`src/rtl/friscv_pkg.sv`:
```
// Shared definitions for the Frisc-V juice dispenser control unit:
// state codes, default timing constants and a state-class helper.
package friscv_pkg;

    localparam int T_BOMBA_PAD     = 250_000_000;
    localparam int T_INTERVALO_PAD = 25_000_000;
    localparam int T_TIMEOUT_PAD   = 5_000_000;

    typedef enum logic [3:0] {
        INICIAL      = 4'h0,
        OCIOSO       = 4'h1,
        MEDE         = 4'h2,
        ESPERA       = 4'h3,
        AVALIA       = 4'h4,
        SERVE        = 4'h5,
        SERVE_MEDE   = 4'h6,
        SERVE_ESPERA = 4'h7,
        SERVE_AVALIA = 4'h8,
        FIM          = 4'h9,
        ERRO         = 4'hA
    } estado_t;

    // True in the states where the selected pump is running.
    function automatic logic em_servico(estado_t e);
        return (e == SERVE) || (e == SERVE_MEDE) ||
               (e == SERVE_ESPERA) || (e == SERVE_AVALIA);
    endfunction

endpackage

```
`src/rtl/friscv_uc_if.sv`:
```
// Signal bundle between the control unit and its surroundings (buttons,
// sensor datapath, pumps). The control unit is the slave side.
interface friscv_uc_if;
    // Every *_edge, fim_medida, inicia_medida, pronto and erro signal is a
    // single-cycle pulse; there is no back-pressure on any of them.
    logic       liga_frisc_edge;
    logic       liga_suco_1_edge;
    logic       liga_suco_2_edge;
    logic       fim_medida;
    logic       copo_posicionado;
    logic       inicia_medida;
    logic       ligado;
    logic       bomba_1;
    logic       bomba_2;
    logic       pronto;
    logic       erro;
    logic [3:0] db_estado;

    modport master (
        output liga_frisc_edge, liga_suco_1_edge, liga_suco_2_edge,
               fim_medida, copo_posicionado,
        input  inicia_medida, ligado, bomba_1, bomba_2, pronto, erro,
               db_estado
    );

    modport slave (
        input  liga_frisc_edge, liga_suco_1_edge, liga_suco_2_edge,
               fim_medida, copo_posicionado,
        output inicia_medida, ligado, bomba_1, bomba_2, pronto, erro,
               db_estado
    );
endinterface

```
`src/rtl/friscv_uc_contador.sv`:
```
// Saturating modulo counter: clears on zera, advances on conta, and holds
// at M-1, where fim is raised.
module contador_m #(
    parameter int M = 16,
    parameter int W = (M > 1) ? $clog2(M) : 1
) (
    input  logic clock,
    input  logic reset,
    input  logic zera,
    input  logic conta,
    output logic fim
);

    localparam logic [W-1:0] ULTIMO = W'(M - 1);

    logic [W-1:0] q;

    always_ff @(posedge clock or posedge reset) begin
        if (reset) begin
            q <= '0;
        end else if (zera) begin
            q <= '0;
        end else if (conta && (q != ULTIMO)) begin
            q <= q + 1'b1;
        end
    end

    assign fim = (q == ULTIMO);

endmodule

```
`src/rtl/friscv_uc.sv`:
```
// Frisc-V dispenser control unit: power toggle, juice request, cup check
// through the HC-SR04 datapath, timed pump run with periodic re-checks.
module friscv_uc
    import friscv_pkg::*;
#(
    parameter int T_BOMBA     = T_BOMBA_PAD,
    parameter int T_INTERVALO = T_INTERVALO_PAD,
    parameter int T_TIMEOUT   = T_TIMEOUT_PAD
) (
    input logic          clock,
    input logic          reset,
    friscv_uc_if.slave   bus
);

    estado_t estado;
    estado_t prox;
    logic    sel;
    logic    sel_prox;

    logic    inicia_medida_r;
    logic    ligado_r;
    logic    bomba_1_r;
    logic    bomba_2_r;
    logic    pronto_r;
    logic    erro_r;

    logic    fim_bomba;
    logic    fim_intervalo;
    logic    fim_timeout;

    logic    zera_bomba;
    logic    conta_bomba;
    logic    zera_intervalo;
    logic    conta_intervalo;
    logic    zera_timeout;
    logic    conta_timeout;

    // Counter controls depend on the current state only. Clearing happens in
    // the state before the one that uses the counter, so it starts at 0.
    assign zera_bomba      = (estado == AVALIA);
    assign conta_bomba     = em_servico(estado);
    assign zera_intervalo  = (estado == AVALIA) || (estado == SERVE_AVALIA);
    assign conta_intervalo = (estado == SERVE);
    assign zera_timeout    = (estado == MEDE) || (estado == SERVE_MEDE);
    assign conta_timeout   = (estado == ESPERA) || (estado == SERVE_ESPERA);

    contador_m #(.M(T_BOMBA)) u_cont_bomba (
        .clock (clock),
        .reset (reset),
        .zera  (zera_bomba),
        .conta (conta_bomba),
        .fim   (fim_bomba)
    );

    contador_m #(.M(T_INTERVALO)) u_cont_intervalo (
        .clock (clock),
        .reset (reset),
        .zera  (zera_intervalo),
        .conta (conta_intervalo),
        .fim   (fim_intervalo)
    );

    contador_m #(.M(T_TIMEOUT)) u_cont_timeout (
        .clock (clock),
        .reset (reset),
        .zera  (zera_timeout),
        .conta (conta_timeout),
        .fim   (fim_timeout)
    );

    always_comb begin
        prox     = estado;
        sel_prox = sel;
        case (estado)
            INICIAL: begin
                if (bus.liga_frisc_edge) prox = OCIOSO;
            end
            OCIOSO: begin
                if (bus.liga_frisc_edge) begin
                    prox = INICIAL;
                end else if (bus.liga_suco_1_edge) begin
                    prox     = MEDE;
                    sel_prox = 1'b0;
                end else if (bus.liga_suco_2_edge) begin
                    prox     = MEDE;
                    sel_prox = 1'b1;
                end
            end
            MEDE, ESPERA, AVALIA, SERVE, SERVE_MEDE, SERVE_ESPERA,
            SERVE_AVALIA: begin
                // Power-off beats end of pour, which beats any sensor outcome.
                if (bus.liga_frisc_edge) begin
                    prox = INICIAL;
                end else if (em_servico(estado) && fim_bomba) begin
                    prox = FIM;
                end else begin
                    case (estado)
                        MEDE:         prox = ESPERA;
                        ESPERA: begin
                            if (bus.fim_medida)  prox = AVALIA;
                            else if (fim_timeout) prox = ERRO;
                        end
                        AVALIA:       prox = bus.copo_posicionado ? SERVE : ERRO;
                        SERVE: begin
                            if (fim_intervalo) prox = SERVE_MEDE;
                        end
                        SERVE_MEDE:   prox = SERVE_ESPERA;
                        SERVE_ESPERA: begin
                            if (bus.fim_medida)  prox = SERVE_AVALIA;
                            else if (fim_timeout) prox = ERRO;
                        end
                        SERVE_AVALIA: prox = bus.copo_posicionado ? SERVE : ERRO;
                        default:      prox = estado;
                    endcase
                end
            end
            FIM:     prox = OCIOSO;
            ERRO:    prox = OCIOSO;
            default: prox = INICIAL;
        endcase
    end

    // Outputs are registered from the next state, so they line up with the
    // state register and never see an input combinationally.
    always_ff @(posedge clock or posedge reset) begin
        if (reset) begin
            estado          <= INICIAL;
            sel             <= 1'b0;
            inicia_medida_r <= 1'b0;
            ligado_r        <= 1'b0;
            bomba_1_r       <= 1'b0;
            bomba_2_r       <= 1'b0;
            pronto_r        <= 1'b0;
            erro_r          <= 1'b0;
        end else begin
            estado          <= prox;
            sel             <= sel_prox;
            inicia_medida_r <= (prox == MEDE) || (prox == SERVE_MEDE);
            ligado_r        <= (prox != INICIAL);
            bomba_1_r       <= em_servico(prox) && !sel_prox;
            bomba_2_r       <= em_servico(prox) && sel_prox;
            pronto_r        <= (prox == FIM);
            erro_r          <= (prox == ERRO);
        end
    end

    assign bus.inicia_medida = inicia_medida_r;
    assign bus.ligado        = ligado_r;
    assign bus.bomba_1       = bomba_1_r;
    assign bus.bomba_2       = bomba_2_r;
    assign bus.pronto        = pronto_r;
    assign bus.erro          = erro_r;
    assign bus.db_estado     = estado;

endmodule

```
`src/flat_wrapper.sv`:
```
// flat-port wrapper written by rule: the top's interface ports become plain ports
module friscv_uc_flat import friscv_pkg::*;
#(
    parameter int T_BOMBA     = T_BOMBA_PAD,
    parameter int T_INTERVALO = T_INTERVALO_PAD,
    parameter int T_TIMEOUT   = T_TIMEOUT_PAD
)
  (clock, reset, bus_liga_frisc_edge, bus_liga_suco_1_edge, bus_liga_suco_2_edge, bus_fim_medida, bus_copo_posicionado, bus_inicia_medida, bus_ligado, bus_bomba_1, bus_bomba_2, bus_pronto, bus_erro, bus_db_estado);
  friscv_uc_if bus_i ();
  input logic clock;
  input logic reset;
  input wire logic [$bits(bus_i.liga_frisc_edge)-1:0] bus_liga_frisc_edge;
  input wire logic [$bits(bus_i.liga_suco_1_edge)-1:0] bus_liga_suco_1_edge;
  input wire logic [$bits(bus_i.liga_suco_2_edge)-1:0] bus_liga_suco_2_edge;
  input wire logic [$bits(bus_i.fim_medida)-1:0] bus_fim_medida;
  input wire logic [$bits(bus_i.copo_posicionado)-1:0] bus_copo_posicionado;
  output wire logic [$bits(bus_i.inicia_medida)-1:0] bus_inicia_medida;
  output wire logic [$bits(bus_i.ligado)-1:0] bus_ligado;
  output wire logic [$bits(bus_i.bomba_1)-1:0] bus_bomba_1;
  output wire logic [$bits(bus_i.bomba_2)-1:0] bus_bomba_2;
  output wire logic [$bits(bus_i.pronto)-1:0] bus_pronto;
  output wire logic [$bits(bus_i.erro)-1:0] bus_erro;
  output wire logic [$bits(bus_i.db_estado)-1:0] bus_db_estado;
  assign bus_i.liga_frisc_edge = bus_liga_frisc_edge;
  assign bus_i.liga_suco_1_edge = bus_liga_suco_1_edge;
  assign bus_i.liga_suco_2_edge = bus_liga_suco_2_edge;
  assign bus_i.fim_medida = bus_fim_medida;
  assign bus_i.copo_posicionado = bus_copo_posicionado;
  assign bus_inicia_medida = bus_i.inicia_medida;
  assign bus_ligado = bus_i.ligado;
  assign bus_bomba_1 = bus_i.bomba_1;
  assign bus_bomba_2 = bus_i.bomba_2;
  assign bus_pronto = bus_i.pronto;
  assign bus_erro = bus_i.erro;
  assign bus_db_estado = bus_i.db_estado;
  friscv_uc #(.T_BOMBA(T_BOMBA), .T_INTERVALO(T_INTERVALO), .T_TIMEOUT(T_TIMEOUT)) u_core (.clock(clock), .reset(reset), .bus(bus_i));
endmodule
```
`config.mk`:
```
export PLATFORM = sky130hd
export DESIGN_NAME = friscv_uc_flat
export DESIGN_NICKNAME = d
export VERILOG_FILES = /design/src/rtl/friscv_pkg.sv /design/src/rtl/friscv_uc_if.sv /design/src/rtl/friscv_uc_contador.sv /design/src/rtl/friscv_uc.sv /design/src/flat_wrapper.sv
export SDC_FILE = /design/constraint.sdc
export NUM_CORES = 1
export LEC_CHECK = 0
export BUFFER_PORTS_ARGS = -buffer_cell sky130_fd_sc_hd__buf_2
export CAP_MARGIN = 20
export CORE_MARGIN = 2
export CORE_UTILIZATION = 45
export DETAILED_ROUTE_END_ITERATION = 6
export GPL_TIMING_DRIVEN = 0
export PLACE_DENSITY_LB_ADDON = 0.05
export SLEW_MARGIN = 25
export SYNTH_ARGS = -nofsm -noshare
export SYNTH_HDL_FRONTEND = slang
export SYNTH_HIERARCHICAL = 1
export SYNTH_SLANG_ARGS = --single-unit
```
`constraint.sdc`:
```
create_clock -name clock -period 3 [get_ports clock]
set_clock_uncertainty 0.15 [all_clocks]
set_input_delay 0.45 -clock clock [delete_from_list [all_inputs] [get_ports clock]]
set_output_delay 0.45 -clock clock [all_outputs]
set_load 0.1 [all_outputs]
```
======== Yosys cells after proc, flatten, opt, wreduce, memory -nomap -nowiden ========
Cells that the tools add are included.
storage, ports and cells
  register bits ........................... 87
  bits of input ports ..................... 7
  output and inout port bits .............. 10
  word-level logic and storage cells ...... 85
cells by class
  add/sub/neg operators ................... 3
  eq/ne operators ......................... 23
  mux-type cells .......................... 23
  reductions and logical operators ........ 25
operator list
  cell                                           count
  2-to-1 mux 28 bit                              2
  2-to-1 mux 25 bit                              2
  2-to-1 mux 23 bit                              2
  2-to-1 mux 4 bit                               11
  adder 28 x 1 -> 28 bit, second input constant  1
  == test 28 bit, second input constant          1
  == test 4 x 3 -> 1 bit, second input constant  7
  inequality test 28 bit, second input constant  1
  adder 25 x 1 -> 25 bit, second input constant  1
  == test 25 bit, second input constant          1
  inequality test 25 bit, second input constant  1
  == test 4 bit, second input constant           6
  case mux 4 bit (6 select lines)                1
  adder 23 x 1 -> 23 bit, second input constant  1
  == test 23 bit, second input constant          1
  inequality test 23 bit, second input constant  1
  case mux 4 bit (4 select lines)                1
  == test 4 x 2 -> 1 bit, second input constant  3
  logical OR 1 bit                               10
  OR reduction 7 bit                             1
  logical AND 1 bit                              6
  nonzero test 2 bit                             3
  == test 4 x 1 -> 1 bit, second input constant  1
  logical NOT 4 bit                              1
  other kinds (4)                                8

======== Logic depth before layout (Yosys ltp) ========
Gate-level depths: netlist of run 1.
  depth in word-level cells ............... 13
  mapped depth ............................ 10
  mapped depth without buffers ............ 10

======== By module ========
Netlist of run 1, hierarchy kept.
by module, submodules not included
  module                                instances  cells an instance  area each (um^2)  sequential area each (um^2)
  contador_m (u_core.u_cont_bomba)      1          162                1579.0            700.7
  contador_m (u_core.u_cont_intervalo)  1          167                1514.0            625.6
  contador_m (u_core.u_cont_timeout)    1          139                1281.2            575.6
  friscv_uc                             1          86                 735.7             275.3

======== Least setup slack after synthesis of run 1 ========
OpenSTA, ideal clock, no wires.
  path type ............................... register -> register
  start ................................... reg u_core.estado[3], in the netlist u_core/bus.db_estado[3]
  end ..................................... reg u_core.u_cont_bomba.q[27]
  setup time .............................. 0.132 ns
  arrival ................................. 2.625 ns
  data required time ...................... 2.718 ns
  setup slack ............................. 0.093 ns
  stages on the path, launching flop included .. 8
  path buffers ............................ 1
  clock period less this slack ............ 2.907 ns
  cells stage by stage .................... dfrtp_1 > or4b_4 > o21ai_2 > nand4_1 > clkbuf_1 > nor4_1 > xnor2_1 > nor2_1
on the way
  cells in the longest elaborated chain, start to end .. 6
  elaborated cells on any way between the ends .. 11
  classes of those cells .................. eq/ne (5); mux (1); reduce/logical (5)
ends and longest elaborated chain
  item                                     line                      source
  from (decl)                              friscv_uc.sv:15           estado_t estado;
  from (signal assigned)                   friscv_uc.sv:136          estado <= prox;
  == test 4 x 3 -> 1 bit                   friscv_pkg.sv:25          return (e == SERVE) || (e == SERVE_MEDE) ||
  logical OR 1 bit (2 in series)           friscv_pkg.sv:25
  logical OR 1 bit (*)                     friscv_pkg.sv:26          (e == SERVE_ESPERA) || (e == SERVE_AVALIA);
  via u_core.conta_bomba                   friscv_uc.sv:32           logic conta_bomba;
  logical AND 1 bit (*)                    friscv_uc_contador.sv:23  end else if (conta && (q != ULTIMO)) begin
  nonzero test 2 bit (no source line) (*)  --
  to (signal assigned)                     friscv_uc_contador.sv:24  q <= q + 1'b1;
  to (decl)                                friscv_uc_contador.sv:16  logic [W-1:0] q;
Mark *: on every way through the listed nets, which the timed path passes. The rest lies on a longest branch.
A chain may end at the register's enable or synchronous reset.

======== Worst setup path after layout of run 1 ========
  start ................................... reg u_core.u_cont_intervalo.q[0]
  end ..................................... reg u_core.ligado_r, in the netlist u_core/bus.ligado
on the way
  cells in the longest elaborated chain, start to end .. 7
ends and longest elaborated chain
  item                             line                      source
  from (decl)                      friscv_uc_contador.sv:16
  from (signal assigned)           friscv_uc_contador.sv:24
  == test 25 bit                   friscv_uc_contador.sv:28  assign fim = (q == ULTIMO);
  via u_core.fim_intervalo         friscv_uc.sv:28           logic fim_intervalo;
  2-to-1 mux 4 bit                 friscv_uc.sv:105          if (fim_intervalo) prox = SERVE_MEDE;
  case mux 4 bit (6 select lines)  friscv_uc.sv:97           case (estado)
  2-to-1 mux 4 bit                 friscv_uc.sv:94           end else if (em_servico(estado) && fim_bomba) begin
  2-to-1 mux 4 bit                 friscv_uc.sv:92           if (bus.liga_frisc_edge) begin
  case mux 4 bit (4 select lines)  friscv_uc.sv:74           case (estado)
  via u_core.prox[0]               friscv_uc.sv:16           estado_t prox;
  nonzero test 4 bit               friscv_uc.sv:139          ligado_r <= (prox != INICIAL);
  to (signal assigned)             friscv_uc.sv:139
  to (decl)                        friscv_uc.sv:21           logic ligado_r;
The timed path passes the listed nets, and every way through them passes these cells.

==> results of run 1 <==
## through the flow
stage               instance area, µm²  setup TNS (ns)  total power [µW]
floorplan                         5110               0              1879
global placement                  5365         -0.2607              2028
detailed placement                5365         -0.3876              2038
CTS                               5710               0              3275
global route                      5768               0              3430
finish                            5768               0              3254
## flip-flops by register name, indices dropped and copies added (netlist names)
signal and cells:
u_core/bus.pronto 1, u_core/bus.bomba_1 1, u_core/u_cont_timeout/q 23, u_core/bus.ligado 1, u_core/bus.inicia_medida 1, u_core/bus.bomba_2 1
u_core/sel 1, u_core/u_cont_bomba/q 28, u_core/bus.db_estado 4, u_core/u_cont_intervalo/q 25, u_core/bus.erro 1
## kinds of logic after synthesis
| group | Yosys count |
|---|---|
| adders and majority gates | 3 |
| AOI/OAI and AO/OA | 105 |
| muxes | 14 |
| buffers and inverters | 46 |
| and+or+nand+nor | 270 |
| xor gates and xnor gates | 29 |
| DFF | 87 |
## layout by cell type, fill, tap and decap left out, types with 7 or more instances in the layout
| cell | Yosys | routed |
|---|---|---|
| dfrtp_1 | 87 | 85 |
| buf_2 | 3 | 19 |
| nand2_1 | 38 | 38 |
| nand3_1 | 18 | 18 |
| nor2_1 | 60 | 58 |
| xnor2_1 | 15 | 15 |
| or4_1 | 17 | 17 |
| clkbuf_1 | 15 | 13 |
| nand4_1 | 15 | 15 |
| xor2_1 | 14 | 14 |
| nand2b_1 | 7 | 7 |
| o21ai_0 | 18 | 18 |
| or3_1 | 18 | 17 |
| nor4_1 | 12 | 12 |
| a21oi_1 | 38 | 37 |
| nor3_1 | 15 | 14 |
| o31ai_1 | 14 | 14 |
| nor2b_1 | 16 | 16 |
| clkbuf_16 | 0 | 9 |
| inv_1 | 26 | 24 |
## per-layer routing
| metal | up-vias | global-route usage | part of all wire |
|---|---|---|---|
| met3 | 16 | 0.03183 | 0.024 |
| li1 | 2092 | - | - |
| met1 | 2099 | 0.2822 | 0.51 |
| met2 | 57 | 0.3022 | 0.45 |
| met4 | 0 | 0.08917 | 0.020 |
| met5 | - | 0 | 0 |
## worst reg2reg max path: cells and delay by family (launching register included)
family,cells,cell delay (ns)
AO/OA/AOI/OAI,2,0.44
adder cells (fa/ha/maj),1,0.18
flip-flops,1,0.40
AND/OR/NAND/NOR,5,1.53
## area by class of cell
| type | instances | area (µm²) | area share |
|---|---|---|---|
| Buffer | 19 | 95.09 | 0.01649 |
| Clock buffer | 10 | 229.0 | 0.03970 |
| Clock inverter | 6 | 85.08 | 0.01475 |
| Inverter | 26 | 97.59 | 0.01692 |
| Multi-Input combinational cell | 421 | 2779 | 0.4818 |
| Sequential cell | 87 | 2180 | 0.3779 |
| Tap cell | 140 | 175.2 | 0.03037 |
| Timing Repair Buffer | 22 | 127.6 | 0.02213 |
## power by group
part,internal (µW),leakage [µW],switching (µW)
Combinational,208,0.00104,542
Sequential,1240,0.00120,69.1
Clock,727,0.000148,471
Total,2170,0.00239,1080
## worst min path at each step
stage                     slack, ns                           endpoint                 from
after detailed placement       0.37  u_core/bus.db_estado[2]$_DFF_PP0_                reset
after global placement         0.35  u_core/bus.db_estado[2]$_DFF_PP0_                reset
after CTS                      0.21        u_core/bus.pronto$_DFF_PP0_  bus_liga_frisc_edge
final                          0.23        u_core/bus.pronto$_DFF_PP0_  bus_liga_frisc_edge
after global routing           0.22        u_core/bus.pronto$_DFF_PP0_  bus_liga_frisc_edge
after floorplan                0.15       u_core/bus.bomba_1$_DFF_PP0_                reset
## timing repair
item,4_1_cts,5_1_grt
hold buffers,1,0
endpoints found under the setup margin,3,15
resized for setup,3,11
setup buffers,1,4
endpoints found under the hold margin,11,0
pin swaps,2,6
==> key figures, run 1 <==
Timing
  – Endpoints failing setup: 0
  – Final hold vios: 0
  – Crit path time final: roughly 2.8 ns
  – Fmax: 0.3525 GHz
  – Final Max Slew Viols: 0
  – Hold slack: 0.2282 ns
  – Final worst slack: 0.1629 ns
  – Final period utilization: 0.9457
  – RSZ-0062 raised after global routing: false
  – Worst-Margin Slew: 0.8979 ns
  – Rel. slew slack: 0.4007

Setup path
  – Crit path max-delay family: simple AND/OR/NAND/NOR gates
  – R2R Setup Slk: 0.16 ns
  – Worst path cell trace: ha_1 -> nand3_1 -> or2_2 -> nor4bb_4 -> nor4b_1 -> o31ai_2 -> o2111ai_2 -> or4_1
  – Crit path launch type: flop
  – WP data arrival: a little under 3 ns
  – Crit path to: u_core/bus.ligado$_DFF_PP0_
  – CP max stage delay: 0.53 ns
  – Reg2reg start: u_core/u_cont_intervalo/q[0]$_DFFE_PP0P_
  – Crit Path Category: reg2reg
  – Setup crit end kind: flop
  – Reg2reg end: u_core/bus.ligado$_DFF_PP0_
  – Crit path required time: 3.07 ns
  – Worst Path Max Fanout: 5
  – Worst path slowest cell: or4_1
  – Crit path launch: u_core/u_cont_intervalo/q[0]$_DFFE_PP0P_
  – Worst R2R Path Depth: 8
  – WP buf/inv: 0
  – Worst path depth: 8

Pwr
  – IR drop worst, VDD: just under 600 µV
  – Leakage: between 0.002 and 0.0025 µW
  – PD cells: 564.2 nW/µm²

Synthesis
  – Share of the synthesized area in the top cell type: 0.4261
  – Seq/Total Area, Yosys: 0.4261
  – Synth cell types: between 60 and 70
  – Mux share of post-synthesis cell area: 0.03085
  – Simple-gate share of the synthesized area: 0.3124
  – Ys async rst share: 1.000
  – Synthesized Nets: 564
  – Commonest cells in the netlist: 87 x dfrtp_1, 60 x nor2_1, 38 x a21oi_1, 38 x nand2_1, 26 x inv_1
  – Prevailing post-synth register cell: dfrtp_1
  – Cell count after synthesis: 554
  – Number of synthesized flops with an enable pin: 0
  – Post-synthesis cell type with the largest combined area: dfrtp_1
  – Synth area leaders: dfrtp_1 43%, nor2_1 4.4%, a21oi_1 3.7%
  – Synth Cell Area: 5110 µm²
  – YS warnings: 6
  – Synth Area in XOR/XNOR: 0.04971
  – Post-Synth Adder-Cell Area: 0.007346
  – Yosys reg bits: 87
  – Synthesized area per cell: 9.224 µm²
  – Most common cell in the netlist: dfrtp_1
  – Largest family of logic cells by synthesized area: simple AND/OR/NAND/NOR gates
  – Synth Area in Compound Gates: 0.1354

Floorplan
  – DIE WIDTH: 110.6 µm
  – Number of I/O pins: 17
  – Initial Util: 0.4653
  – Row count: 38
  – Die Area: between 10,000 and 15,000 µm²
  – Core box area: 10,980 µm²
  – Die height: ~110 µm

Placed design
  – Pre-CTS WS: -0.1731 ns
  – Port Buffers: 16
  – DP HPWL: 7926 µm
  – Placed insts: 710
  – Global placement routability congestion: roughly 0.78

Clock network
  – CTS tree: done
  – Total CTS buffers: 9
  – Root buffer cell: clkbuf_16
  – Max Buffers Root-to-Sink: 2
  – Clock slew at reported path FFs: 0.06 ns
  – CTS Sinks: 87
  – Clk_lat worst skew: around 0.35 ns
  – Htree depth: 3

Drt
  – DRC: 0
  – Initial DRC count: 266
  – Final ANT Viol Nets: 0
  – Via-per-instance ratio: 5.833
  – DR WL/cell: 15.56 µm
  – Drt first pass iters: 7
  – Routed WL: 11,370 µm
  – Via count: 4,264

Flow run
  – Max_cap viols: 0

Min path
  – Type of the most critical hold path: in2reg
  – Hold path depth: 2

Layout
  – Final core occ: 0.5252
  – N_diodes: 0
  – Share of cells above drive strength 1: 0.1591
  – Finished Layout Cells: 731
  – Nets: 596
  – Fillers: 1,001
  – Area growth from synthesis to layout: 12.88%

Global route
  – Largest net degree at the start of global routing: 29
  – Total gr overflow: 0
  – Total track usage: 0.1996
  – First-pass GRT wire length: 20,180 µm
  – Number of antenna violations at the first check in global routing: 0
  – Vias in the first global route: a little over 4,000

Status
  – Status: finished, final reports clean
(Power assumes the default switching activity.)
==> run 2: changes to the inputs <==
--- a/config.mk
+++ b/config.mk
@@ -5,6 +5,7 @@
 export SDC_FILE = /design/constraint.sdc
 export NUM_CORES = 1
 export LEC_CHECK = 0
+export ABC_AREA = 1
 export BUFFER_PORTS_ARGS = -buffer_cell sky130_fd_sc_hd__buf_2
 export CAP_MARGIN = 20
 export CORE_MARGIN = 2
==> key figures, run 2 <==
Clock network
  – Max Buffers Root-to-Sink: 2 (unchanged)
  – CTS Sinks: 87 (unchanged)
  – Total CTS buffers: 9 (unchanged)
  – Clk_lat worst skew: 0.34 ns (was 0.35 ns)
  – Post-cts resize count: 0 (was 3)
  – Root buffer cell: clkbuf_16 (unchanged)
  – Hold-fix buffers, CTS: 0 (was 1)
  – Post-CTS setup buffers: 0 (was 1)
  – Clock slew at reported path FFs: 0.07 ns (was 0.06 ns)
  – CTS tree: done (unchanged)
  – Htree depth: 3 (unchanged)

Synthesis
  – Yosys reg bits: 87 (unchanged)
  – Synthesized Nets: 981 (was 564)
  – Share of the synthesized area in the top cell type: 0.3534 (was 0.4261)
  – Synth Cell Area: 6160 µm² (was 5110 µm²)
  – Synthesized area per cell: 6.344 µm² (was 9.224 µm²)
  – Synth area leaders: dfrtp_1 35%, nand2_1 23%, nor2_1 9.8% (was dfrtp_1 43%, nor2_1 4.4%, a21oi_1 3.7%)
  – Commonest cells in the netlist: 385 x nand2_1, 160 x nor2_1, 97 x inv_1, 87 x dfrtp_1, 76 x nand3_1 (was 87 x dfrtp_1, 60 x nor2_1, 38 x a21oi_1, 38 x nand2_1, 26 x inv_1)
  – Synth cell types: 38 (was 68)
  – Seq/Total Area, Yosys: 0.3534 (was 0.4261)
  – Number of synthesized flops with an enable pin: 0 (unchanged)
  – Ys async rst share: 1.000 (unchanged)
  – YS warnings: 6 (unchanged)
  – Post-synthesis cell type with the largest combined area: dfrtp_1 (unchanged)
  – Cell count after synthesis: 971 (was 554)
  – Prevailing post-synth register cell: dfrtp_1 (unchanged)
  – Most common cell in the netlist: nand2_1 (was dfrtp_1)

Setup path
  – Worst path cell trace: ha_1 -> nand2_1 -> nor2_1 -> nand2_1 -> nor2_1 -> nand2_1 -> nor2_1 -> a21oi_2 -> a21oi_4 -> nand4_2 -> or2_1 (was ha_1 -> nand3_1 -> or2_2 -> nor4bb_4 -> nor4b_1 -> o31ai_2 -> o2111ai_2 -> or4_1)
  – Crit Path Category: reg2reg (unchanged)
  – Worst Path Max Fanout: 6 (was 5)
  – Worst path slowest cell: dfrtp_1 (was or4_1)
  – Crit path required time: 3.08 ns (was 3.07 ns)
  – Worst path depth: 11 (was 8)
  – Setup crit end kind: flop (unchanged)
  – Worst R2R Path Depth: 11 (was 8)
  – Reg2reg start: u_core/u_cont_bomba/q[0]$_DFFE_PP0P_ (was u_core/u_cont_intervalo/q[0]$_DFFE_PP0P_)
  – CP max stage delay: 0.39 ns (was 0.53 ns)
  – WP data arrival: 2.69 ns (was 2.91 ns)
  – Reg2reg end: u_core/bus.ligado$_DFF_PP0_ (unchanged)
  – R2R Setup Slk: 0.39 ns (was 0.16 ns)
  – Crit path launch type: flop (unchanged)
  – Crit path max-delay family: simple AND/OR/NAND/NOR gates (unchanged)
  – WP buf/inv: 0 (unchanged)

Global route
  – Total gr overflow: 0 (unchanged)
  – Total track usage: 0.2311 (was 0.1996)
  – Largest net degree at the start of global routing: 29 (unchanged)
  – First-pass GRT wire length: 27,080 µm (was 20,180 µm)
  – Vias in the first global route: 5,457 (was 4,122)
  – Number of antenna violations at the first check in global routing: 0 (unchanged)

Timing
  – RSZ-0062 raised after global routing: false (unchanged)
  – Final Max Slew Viols: 0 (unchanged)
  – Fmax: 0.3826 GHz (was 0.3525 GHz)
  – Hold slack: 0.02322 ns (was 0.2282 ns)
  – Endpoints failing setup: 0 (unchanged)
  – Final period utilization: 0.8711 (was 0.9457)
  – Rel. slew slack: 0.3915 (was 0.4007)
  – Total negative setup slack: 0 ns (unchanged)
  – Final hold vios: 0 (unchanged)
  – Worst-Margin Slew: 0.9071 ns (was 0.8979 ns)
  – Crit path time final: 2.613 ns (was 2.837 ns)

Placed design
  – DP HPWL: 11,890 µm (was 7926 µm)
  – Placed insts: 1,163 (was 710)
  – Global placement routability congestion: 0.9364 (was 0.7821)
  – Port Buffers: 16 (unchanged)

Layout
  – N_diodes: 0 (unchanged)
  – Area growth from synthesis to layout: 11.05% (was 12.88%)
  – Share of cells above drive strength 1: 0.08375 (was 0.1591)
  – Max FFs per register: 28 (unchanged)
  – Multi-input logic area: 3483 µm² (was 2779 µm²)
  – Biggest regs: u_core/u_cont_bomba/q x28, u_core/u_cont_intervalo/q x25, u_core/u_cont_timeout/q x23 (unchanged)
  – Reg area: 2177 µm² (was 2180 µm²)
  – Finished Layout Cells: 1,179 (was 731)
  – Most common cell after layout, fill and taps aside: nand2_1 (was dfrtp_1)
  – Fillers: 1,359 (was 1,001)
  – Top reg by flops: u_core/u_cont_bomba/q (unchanged)
  – Commonest cells after routing, fill and taps aside: 385 x nand2_1, 160 x nor2_1, 94 x inv_1 (was 85 x dfrtp_1, 58 x nor2_1, 38 x nand2_1)
  – Nets: 1,008 (was 596)

Flow run
  – Max_cap viols: 0 (unchanged)

Min path
  – Type of the most critical hold path: in2async (was in2reg)

Floorplan
  – Die Area: 14,640 µm² (was 12,220 µm²)
  – Initial Util: 0.4633 (was 0.4653)
  – Die height: 121.0 µm (was 110.6 µm)
  – Number of I/O pins: 17 (unchanged)
  – Core box area: 13,300 µm² (was 10,980 µm²)
  – Row count: 42 (was 38)
  – DIE WIDTH: 121.0 µm (was 110.6 µm)

Drt
  – Drt first pass iters: 5 (was 7)
  – Via-per-instance ratio: 5.108 (was 5.833)
  – Initial DRC count: 632 (was 266)
  – Final ANT Viol Nets: 0 (unchanged)
  – Via count: 6,022 (was 4,264)
  – Routed WL: 16,030 µm (was 11,370 µm)
  – DR WL/cell: 13.60 µm (was 15.56 µm)
  – DRC: 0 (unchanged)

Pwr
  – IR drop worst, VDD: 877.4 µV (was 586.4 µV)
  – Total power: 3629 µW (was 3254 µW)
  – Leakage: 0.003374 µW (was 0.002392 µW)
  – PD cells: 530.6 nW/µm² (was 564.2 nW/µm²)

Status
  – Status: finished, final reports clean (unchanged)
run 2: cell count changes in the layout (fill, tap and decap cells not counted), sizes merged, moves of 16 or more:
| cell | previous run | this run |
|---|---|---|
| o31ai | 16 | 0 |
| inv | 26 | 104 |
| or3 | 18 | 0 |
| nand3 | 20 | 77 |
| nand2 | 38 | 393 |
| nor2 | 60 | 175 |
| nand4 | 18 | 45 |
| nor2b | 16 | 0 |
| or4 | 23 | 0 |
| a21oi | 39 | 8 |
run 2: power by group:
group | internal, µW | leakage, µW | total (µW) | switching (µW)
Sequential | 1240 | 0.00121 | 1300 | 58.8
Clock | 945 | 0.000182 | 1440 | 493
Combinational | 206 | 0.00199 | 896 | 690
Total | 2390 | 0.00337 | 3630 | 1240
run 2: area by class of cell:
type	count	area share
flip-flops and latches	87	0.3183
clock buffers	11	0.03695
multi-input cells	762	0.5092
well taps	176	0.03219
repair buffers	16	0.01171
plain buffers	16	0.01482
inverters	106	0.05817
clock inverters	5	0.01866
run 2: routing by layer:
metal / up-vias / part of all wire / global-route usage
li1: 3102 / - / -
met1: 2735 / 0.51 / 0.3535
met2: 167 / 0.42 / 0.3399
met3: 18 / 0.055 / 0.03195
met4: 0 / 0.012 / 0.06105
met5: - / 0 / 0
run 2: kinds of logic after synthesis:
family / Yosys count / synth area share
adders and majority gates: 3 / 0.006094
AOI/OAI and AO/OA: 33 / 0.03352
DFF: 87 / 0.3534
xor gates and xnor gates: 25 / 0.03555
and+or+nand+nor: 701 / 0.4904
buffers and inverters: 122 / 0.08105
run 2: how the worst max path moves through the flow:
stage / from / to / slack, ns
floorplan: u_core/bus.db_estado[1]$_DFF_PP0_ / u_core/u_cont_timeout/q[14]$_DFFE_PP0P_ / 0.43
global placement: u_core/u_cont_bomba/q[0]$_DFFE_PP0P_ / u_core/bus.ligado$_DFF_PP0_ / 0.41
detailed placement: u_core/u_cont_bomba/q[0]$_DFFE_PP0P_ / u_core/bus.ligado$_DFF_PP0_ / 0.42
CTS: u_core/u_cont_bomba/q[0]$_DFFE_PP0P_ / u_core/bus.ligado$_DFF_PP0_ / 0.39
global route: u_core/u_cont_bomba/q[0]$_DFFE_PP0P_ / u_core/bus.bomba_2$_DFF_PP0_ / 0.18
finish: u_core/u_cont_bomba/q[0]$_DFFE_PP0P_ / u_core/bus.ligado$_DFF_PP0_ / 0.39
run 2: metrics by stage:
| stage | area [µm²] | util | worst slack (ns) |
|---|---|---|---|
| floorplan | 6160 | - | 0.4315 |
| global placement | 6460 | 0.4859 | 0.4059 |
| detailed placement | 6460 | 0.4859 | 0.4236 |
| CTS | 6840 | 0.5145 | 0.3949 |
| global route | 6840 | 0.5145 | 0.1786 |
| finish | 6840 | 0.5145 | 0.3866 |
